**src/rtl/ins_mem_loader.sv**
```systemverilog
// ins_mem_loader: receives an instruction image over a valid/ready word stream
// (length header, payload, optional checksum), writes it into instruction memory
// and releases the fetch PC once the image is complete.
// Optional feature macro: LOADER_CHECKSUM_EN adds the trailing XOR checksum word.
// DEPTH is expected to be at least 2 so the address port is at least 1 bit wide.
//
// state | meaning
// ------+--------------------------------------------------------------
// IDLE  | waiting for load_start after reset
// LEN   | waiting for the length header word
// DATA  | accepting payload words, one memory write per word
// CSUM  | waiting for the checksum word (LOADER_CHECKSUM_EN builds only)
// DONE  | image loaded, PC released one cycle after entry
// ERROR | load aborted, memory left as partially written, PC held
module ins_mem_loader #(
   parameter int DEPTH = 64
) (
   input  logic                       clock,
   input  logic                       reset_n,
   input  logic                       load_start,
   input  logic [31:0]                data_in,
   input  logic                       data_valid,
   output logic                       data_ready,
   output logic                       mem_write_en,
   output logic [$clog2(DEPTH)-1:0]   mem_write_addr,
   output logic [31:0]                mem_write_data,
   output logic                       PC_write,
   output logic                       load_done,
   output logic                       load_error
);

   localparam int AW = $clog2(DEPTH);

`ifdef LOADER_CHECKSUM_EN
   typedef enum logic [2:0] {IDLE, LEN, DATA, CSUM, DONE, ERROR} state_t;
`else
   typedef enum logic [2:0] {IDLE, LEN, DATA, DONE, ERROR} state_t;
`endif

   state_t          state;
   state_t          state_nxt;
   logic [AW-1:0]   addr_cnt;
   logic [AW-1:0]   rem_cnt;
   logic            accept_start;
   logic            len_ok;
   logic            data_xfer;
`ifdef LOADER_CHECKSUM_EN
   logic [31:0]     csum_acc;
`endif

   assign len_ok    = (data_in != 32'd0) && (data_in <= 32'(DEPTH));
   assign data_xfer = (state == DATA) && data_valid;

   // state register
   always_ff @(posedge clock or negedge reset_n) begin
      if (!reset_n) begin
         state <= IDLE;
      end else begin
         state <= state_nxt;
      end
   end

   // next-state decode and stream handshake
   always_comb begin
      state_nxt    = state;
      data_ready   = 1'b0;
      accept_start = 1'b0;
      case (state)
         IDLE, DONE, ERROR: begin
            if (load_start) begin
               accept_start = 1'b1;
               state_nxt    = LEN;
            end
         end
         LEN: begin
            data_ready = 1'b1;
            if (data_valid) begin
               state_nxt = len_ok ? DATA : ERROR;
            end
         end
         DATA: begin
            data_ready = 1'b1;
            // rem_cnt reaching zero marks the N-th payload word
            if (data_valid && (rem_cnt == '0)) begin
`ifdef LOADER_CHECKSUM_EN
               state_nxt = CSUM;
`else
               state_nxt = DONE;
`endif
            end
         end
`ifdef LOADER_CHECKSUM_EN
         CSUM: begin
            data_ready = 1'b1;
            if (data_valid) begin
               state_nxt = (data_in == csum_acc) ? DONE : ERROR;
            end
         end
`endif
         default: begin
            state_nxt = IDLE;
         end
      endcase
   end

   // address counter, remaining-word down-counter and registered write port
   always_ff @(posedge clock or negedge reset_n) begin
      if (!reset_n) begin
         addr_cnt       <= '0;
         rem_cnt        <= '0;
         mem_write_en   <= 1'b0;
         mem_write_addr <= '0;
         mem_write_data <= 32'd0;
      end else begin
         mem_write_en <= 1'b0;
         if (accept_start) begin
            addr_cnt <= '0;
            rem_cnt  <= '0;
         end
         if ((state == LEN) && data_valid) begin
            rem_cnt <= AW'(data_in - 32'd1);
         end
         if (data_xfer) begin
            mem_write_en   <= 1'b1;
            mem_write_addr <= addr_cnt;
            mem_write_data <= data_in;
            addr_cnt       <= addr_cnt + 1'b1;
            rem_cnt        <= rem_cnt - 1'b1;
         end
      end
   end

`ifdef LOADER_CHECKSUM_EN
   // running XOR of accepted payload words
   always_ff @(posedge clock or negedge reset_n) begin
      if (!reset_n) begin
         csum_acc <= 32'd0;
      end else if (accept_start) begin
         csum_acc <= 32'd0;
      end else if (data_xfer) begin
         csum_acc <= csum_acc ^ data_in;
      end
   end
`endif

   // PC release is registered so it trails DONE entry by one cycle and drops
   // together with the restart that leaves DONE
   always_ff @(posedge clock or negedge reset_n) begin
      if (!reset_n) begin
         PC_write <= 1'b0;
      end else begin
         PC_write <= (state == DONE) && !load_start;
      end
   end

   assign load_done  = (state == DONE);
   assign load_error = (state == ERROR);

endmodule

```
**config.mk**
```make
export PLATFORM = sky130hd
export DESIGN_NAME = ins_mem_loader
export DESIGN_NICKNAME = d
export VERILOG_FILES = /design/src/rtl/ins_mem_loader.sv
export SDC_FILE = /design/constraint.sdc
export NUM_CORES = 1
export LEC_CHECK = 0
export ABC_CLOCK_PERIOD_IN_PS = 1900
export BUFFER_PORTS_ARGS = -buffer_cell sky130_fd_sc_hd__buf_2
export CORE_MARGIN = 2
export CORE_UTILIZATION = 51
export DETAILED_ROUTE_END_ITERATION = 8
export GPL_TIMING_DRIVEN = 0
export HOLD_SLACK_MARGIN = 0.06
export MAX_ROUTING_LAYER = met4
export PLACE_DENSITY = 0.79
export SLEW_MARGIN = 5
export SYNTH_ARGS = -nofsm -noshare
export SYNTH_HDL_FRONTEND = slang
export SYNTH_SLANG_ARGS = --single-unit
```
**constraint.sdc**
```tcl
create_clock -name clock -period 1.9 [get_ports clock]
set_input_delay 0.095 -clock clock [delete_from_list [all_inputs] [get_ports clock]]
set_output_delay 0.095 -clock clock [all_outputs]
set_load 0.02 [all_outputs]
```
Word-level counts from Yosys, hierarchy flattened
Index checks and enable logic that the tools add are counted.

operators by class
  equality and inequality tests = 7
  $lt $le $gt $ge = 1
  add/sub/neg operators = 3
  multiplexer cells = 13
  reductions and logical operators = 14

operator list
  operator             number
  $le 32x7->1 const B  1
  $reduce_bool 32->1   1
  $mux 6               4
  $mux 3               4
  $sub 6x1->6 const B  2
  $pmux 3 s3           1
  $add 6x1->6 const B  1
  $eq 3x2->1 const B   2
  $logic_not 6->1      1
  $logic_and 1x1->1    5
  $mux 1               4
  $ne 2x2->1 const B   2
  $eq 3x1->1 const B   1
  $eq 3x3->1 const B   1
  $logic_not 3->1      1
  $reduce_and 3->1     1
  $reduce_bool 3->1    1
  $reduce_or 3->1      1
  $ne 2x1->1 const B   1
  $reduce_bool 2->1    1
  $reduce_or 2->1      1
  $logic_not 1->1      1

storage, ports and cells
  logic and storage cells = 45
  register bits after elaboration = 55

Logic depth before layout (Yosys ltp)
  word-level depth = 6
  depth in mapped cells = 6

Worst setup path after synthesis
No wires, ideal clock.

  kind = flip-flop to flip-flop
  start = register state[2]
  end = register rem_cnt[5]
  data required time = 1.776 ns
  path buffers = 0
  arrival = 1.395 ns
  stages on the path, launching flop included = 5
  slack = 0.381 ns
  cells stage by stage = dfrtp_1 nand4b_1 and2_4 a21o_1 a211o_2

on the way
  cells in the longest elaborated chain, start to end = 4

RTL lines
  what                                                          RTL line  RTL
  start: declaration                                            40        state_t state;
  start signal: assignment                                      59        state <= state_nxt;
  $eq 3x2->1, or another cell as far along                      68        case (state)
  $reduce_or 3->1 / $logic_and 1x1->1 (equally long branches)   68, 120
  $mux 1 / $mux 6 (equally long branches)                       68, 120
  $reduce_bool 3->1 (no line) / $mux 6 (equally long branches)  --
  end signal: assignment                                        121       rem_cnt <= AW'(data_in - 32'd1);
  end signal: assignment                                        128       rem_cnt <= rem_cnt - 1'b1;
  end: declaration                                              43        logic [AW-1:0] rem_cnt;

Parallel ways exist; a longest one is shown, timed or not.
A chain may end at the register's enable or synchronous reset.

Worst setup path after layout
  start = input port data_in[3]
  end = register state[1]

on the way
  cells in the longest elaborated chain, start to end = 5

RTL lines
  what                                                      RTL line  RTL
  start: declaration                                        21        input logic [31:0] data_in,
  $le 32x7->1 / $reduce_bool 32->1 (equally long branches)  51        assign len_ok = (data_in != 32'd0) && (data_in <= 32'(DEPTH));
  $logic_and 1x1->1 (*)                                     51
  $mux 3 (*)                                                78        state_nxt = len_ok ? DATA : ERROR;
  $mux 3 (*)                                                77        if (data_valid) begin
  $pmux 3 s3 (*)                                            68

Mark *: on every way between the ends. The rest lies on a longest branch, timed or not. The select of a mux whose other input is x is not followed.

==> results_dict.tcl <==
set metrics [dict create \
    placed_cells 427 \
    place_ws_ps 202 \
    tritoncts "built" \
    synthCells 282 \
    instances_no_fill 468 \
    ant_nets 0 \
    antenna_found_initial 0 \
    slew_headroom_pct 59.0 \
    min_from "data_in[0]" \
    report.final.hold_viol_count 0 \
    fp.coreArea_um2 4750 \
    min_path_type "in2reg" \
    placed_area_um2 3000 \
    outcome "finished, final reports clean" \
    yosysWarnings 0 \
    diodes 0 \
    setup_viol 0 \
    setup_total_negative_slack_ps 0 \
    wl_per_cell_um 15.1 \
    crit_fanout 4 \
    die_h_um 74.3 \
    ctsRootBufferMaster "clkbuf_8" \
    fin_util_pct 72.5 \
    gp_congestion 0.803 \
    ioPinCount 79 \
    clockBufferDepth 2 \
    regToRegSetupSlack_ps 150 \
    yosys.area.top_type "dfrtp_1" \
    clock-skew-final_ps 14.4 \
    via_count 2470 \
    initial_core_util_pct 53.0 \
    stdcell_area_um2 3450 \
    syn_area_um2 2520 \
    seqCellArea_um2 1380 \
    grt_max_degree 56 \
    die_x_um 74.3 \
    p_total_mw 2.32 \
    whs_ps 103 \
    max_freq_ghz 0.558 \
    dr.pass1.iters 4 \
    synth-seq-cells 55 \
    multi_input_area_um2 1070 \
    worst_pin_slew_ps 615 \
    rows 25 \
    syn_to_final_growth_pct 36.7 \
    grt_pass1_wl_mm 11.1 \
    dp.final_hpwl_mm 4.29 \
    drt_iter0_markers 137 \
    r2r_start "state[2]" \
    min_period_over_period_pct 94.4 \
    finalWorstPathRequiredPeriod_ps 1790 \
    cp.arrival_ps 1990 \
    grt_remaining_overflow 0 \
    slew_violations 0 \
    syn_nets 322 \
    fin_ws_ps 107 \
    r2r_end "rem_cnt[5]" \
    nets 440 \
    crit_path_start "data_in[3]" \
    ff2ff_path_depth 4 \
    powerDensity_nw_per_um2 674 \
    portBuffers 78 \
    rsz0062_at_grt "no" \
    leakagePower_nw 1.93 \
    critPathCapture "state[1]" \
    syn_area_per_cell_um2 8.94 \
    cts_num_sinks 55 \
    drt-total-wl_mm 7.08 \
    synth_cell_types 41 \
    startpoint_type "input pin" \
    numCtsBuffers 5 \
    synth_area_leaders "dfrtp_1 (55%), nand2_1 (18%), ha_1 (2.0%)" \
    die-area_um2 5520 \
    cap_viol_max_count 0 \
    drcViolationCount 0 \
    cp.required_ps 2090 \
    synth_top_area_share_pct 54.6 \
    via_per_inst 5.28 \
    htree_levels 2 \
    path_clk_slew_ps 100 \
    ys_seq_area_share_pct 54.6 \
    clk_latency_ps 310 \
    track_usage_pct 27.7 \
    drive_gt1_share_pct 24.9 \
    crit_type "in2reg" \
    peakVddDrop_uv 447 \
    end_kind "flip-flop" \
    grt_pass1_vias 2361 \
    fillCellCount 369 \
]
-- final cells by class --
class	instances	area share, %
Inverter	8	0.871
Clock inverter	2	0.399
Buffer	13	1.78
Tap cell	67	2.43
Timing Repair Buffer	111	21.2
Sequential cell	55	39.9
Clock buffer	6	2.40
Multi-Input combinational cell	206	31.0
-- synthesized netlist by cell type (all sizes together) --
master,n
dfrtp,55
and3,1
o2bb2ai,2
o31ai,1
nand4b,1
a211o,2
nand4,4
buf,9
o21a,1
mux2i,2
nor2b,3
xor2,1
ha,4
nand4bb,2
and3b,1
o22ai,2
or4,2
clkbuf,4
a21oi,6
inv,7
and2,1
nand2b,5
nand2,119
nand3b,1
nor3,3
clkinv,1
xnor2,2
a2bb2oi,1
nor2,8
o31a,1
a32o,2
a21o,3
o21ai,8
o221ai,3
nor4,8
nand3,5
or3,1
-- flip-flops by register name (all words and copies together) (netlist names) --
signal	count
state	3
PC_write	1
mem_write_addr	6
addr_cnt	6
mem_write_data	32
rem_cnt	6
mem_write_en	1
-- worst min-delay path by stage --
stage,endpoint,slack (ps),cells past startpoint
after floorplan,PC_write,-200,0
after global placement,mem_write_data[9],300,3
after detailed placement,mem_write_data[22],310,3
after CTS,mem_write_data[3],60,1
after global routing,rem_cnt[0],100,2
final,rem_cnt[0],100,2
-- cell families (layout without fill, tap and decap cells) --
group	count (synthesis)	count (layout)	share of synthesized area, %
simple gates	165	165	29.2
flops	55	55	54.6
compound gates	32	32	8.74
buf+inv	21	140	3.62
fa+ha+maj	4	4	1.99
xor+xnor	3	3	1.04
mux	2	2	0.794
-- per-layer routing --
layer  GRT usage (%)  part of all wire (%)  vias up
met5               -                     0        -
met4            10.7                   1.9        0
met3            4.20                   3.5       12
met2            45.1                    54       78
met1            35.0                    41     1203
li1                -                     -     1177
-- placed cells by master (no fill, tap or decap), drive strengths merged, types with 3 or more instances in the layout --
master       instances
dfrtp               55
nor2b                3
nand3                5
nand4                4
dlygate4sd3         32
ha                   4
nand2b               5
nor3                 3
nand2              119
o21ai                8
a21o                 3
inv                  8
o221ai               3
nor2                 8
clkbuf              10
buf                 88
nor4                 8
a21oi                6
-- worst max-delay path: stages --
cell,delay (ps)
dlygate4sd3_1,550
buf_2,160
or3_4,400
nor4_1,400
nor4_4,100
a32o_1,270
-- power by group --
part	internal, mW	switching (mW)	total (mW)
logic	0.188	0.200	0.388
registers	1.21	0.0412	1.25
clock network	0.299	0.389	0.687
total	1.70	0.630	2.32
-- what timing repair did --
item                       CTS  global route
hold endpoints to repair    31            26
buffers inserted             0             0
setup endpoints to repair    0             2
hold buffers                31             1
resized for setup            0             2
Note: power is estimated with default switching activity, not from simulation.
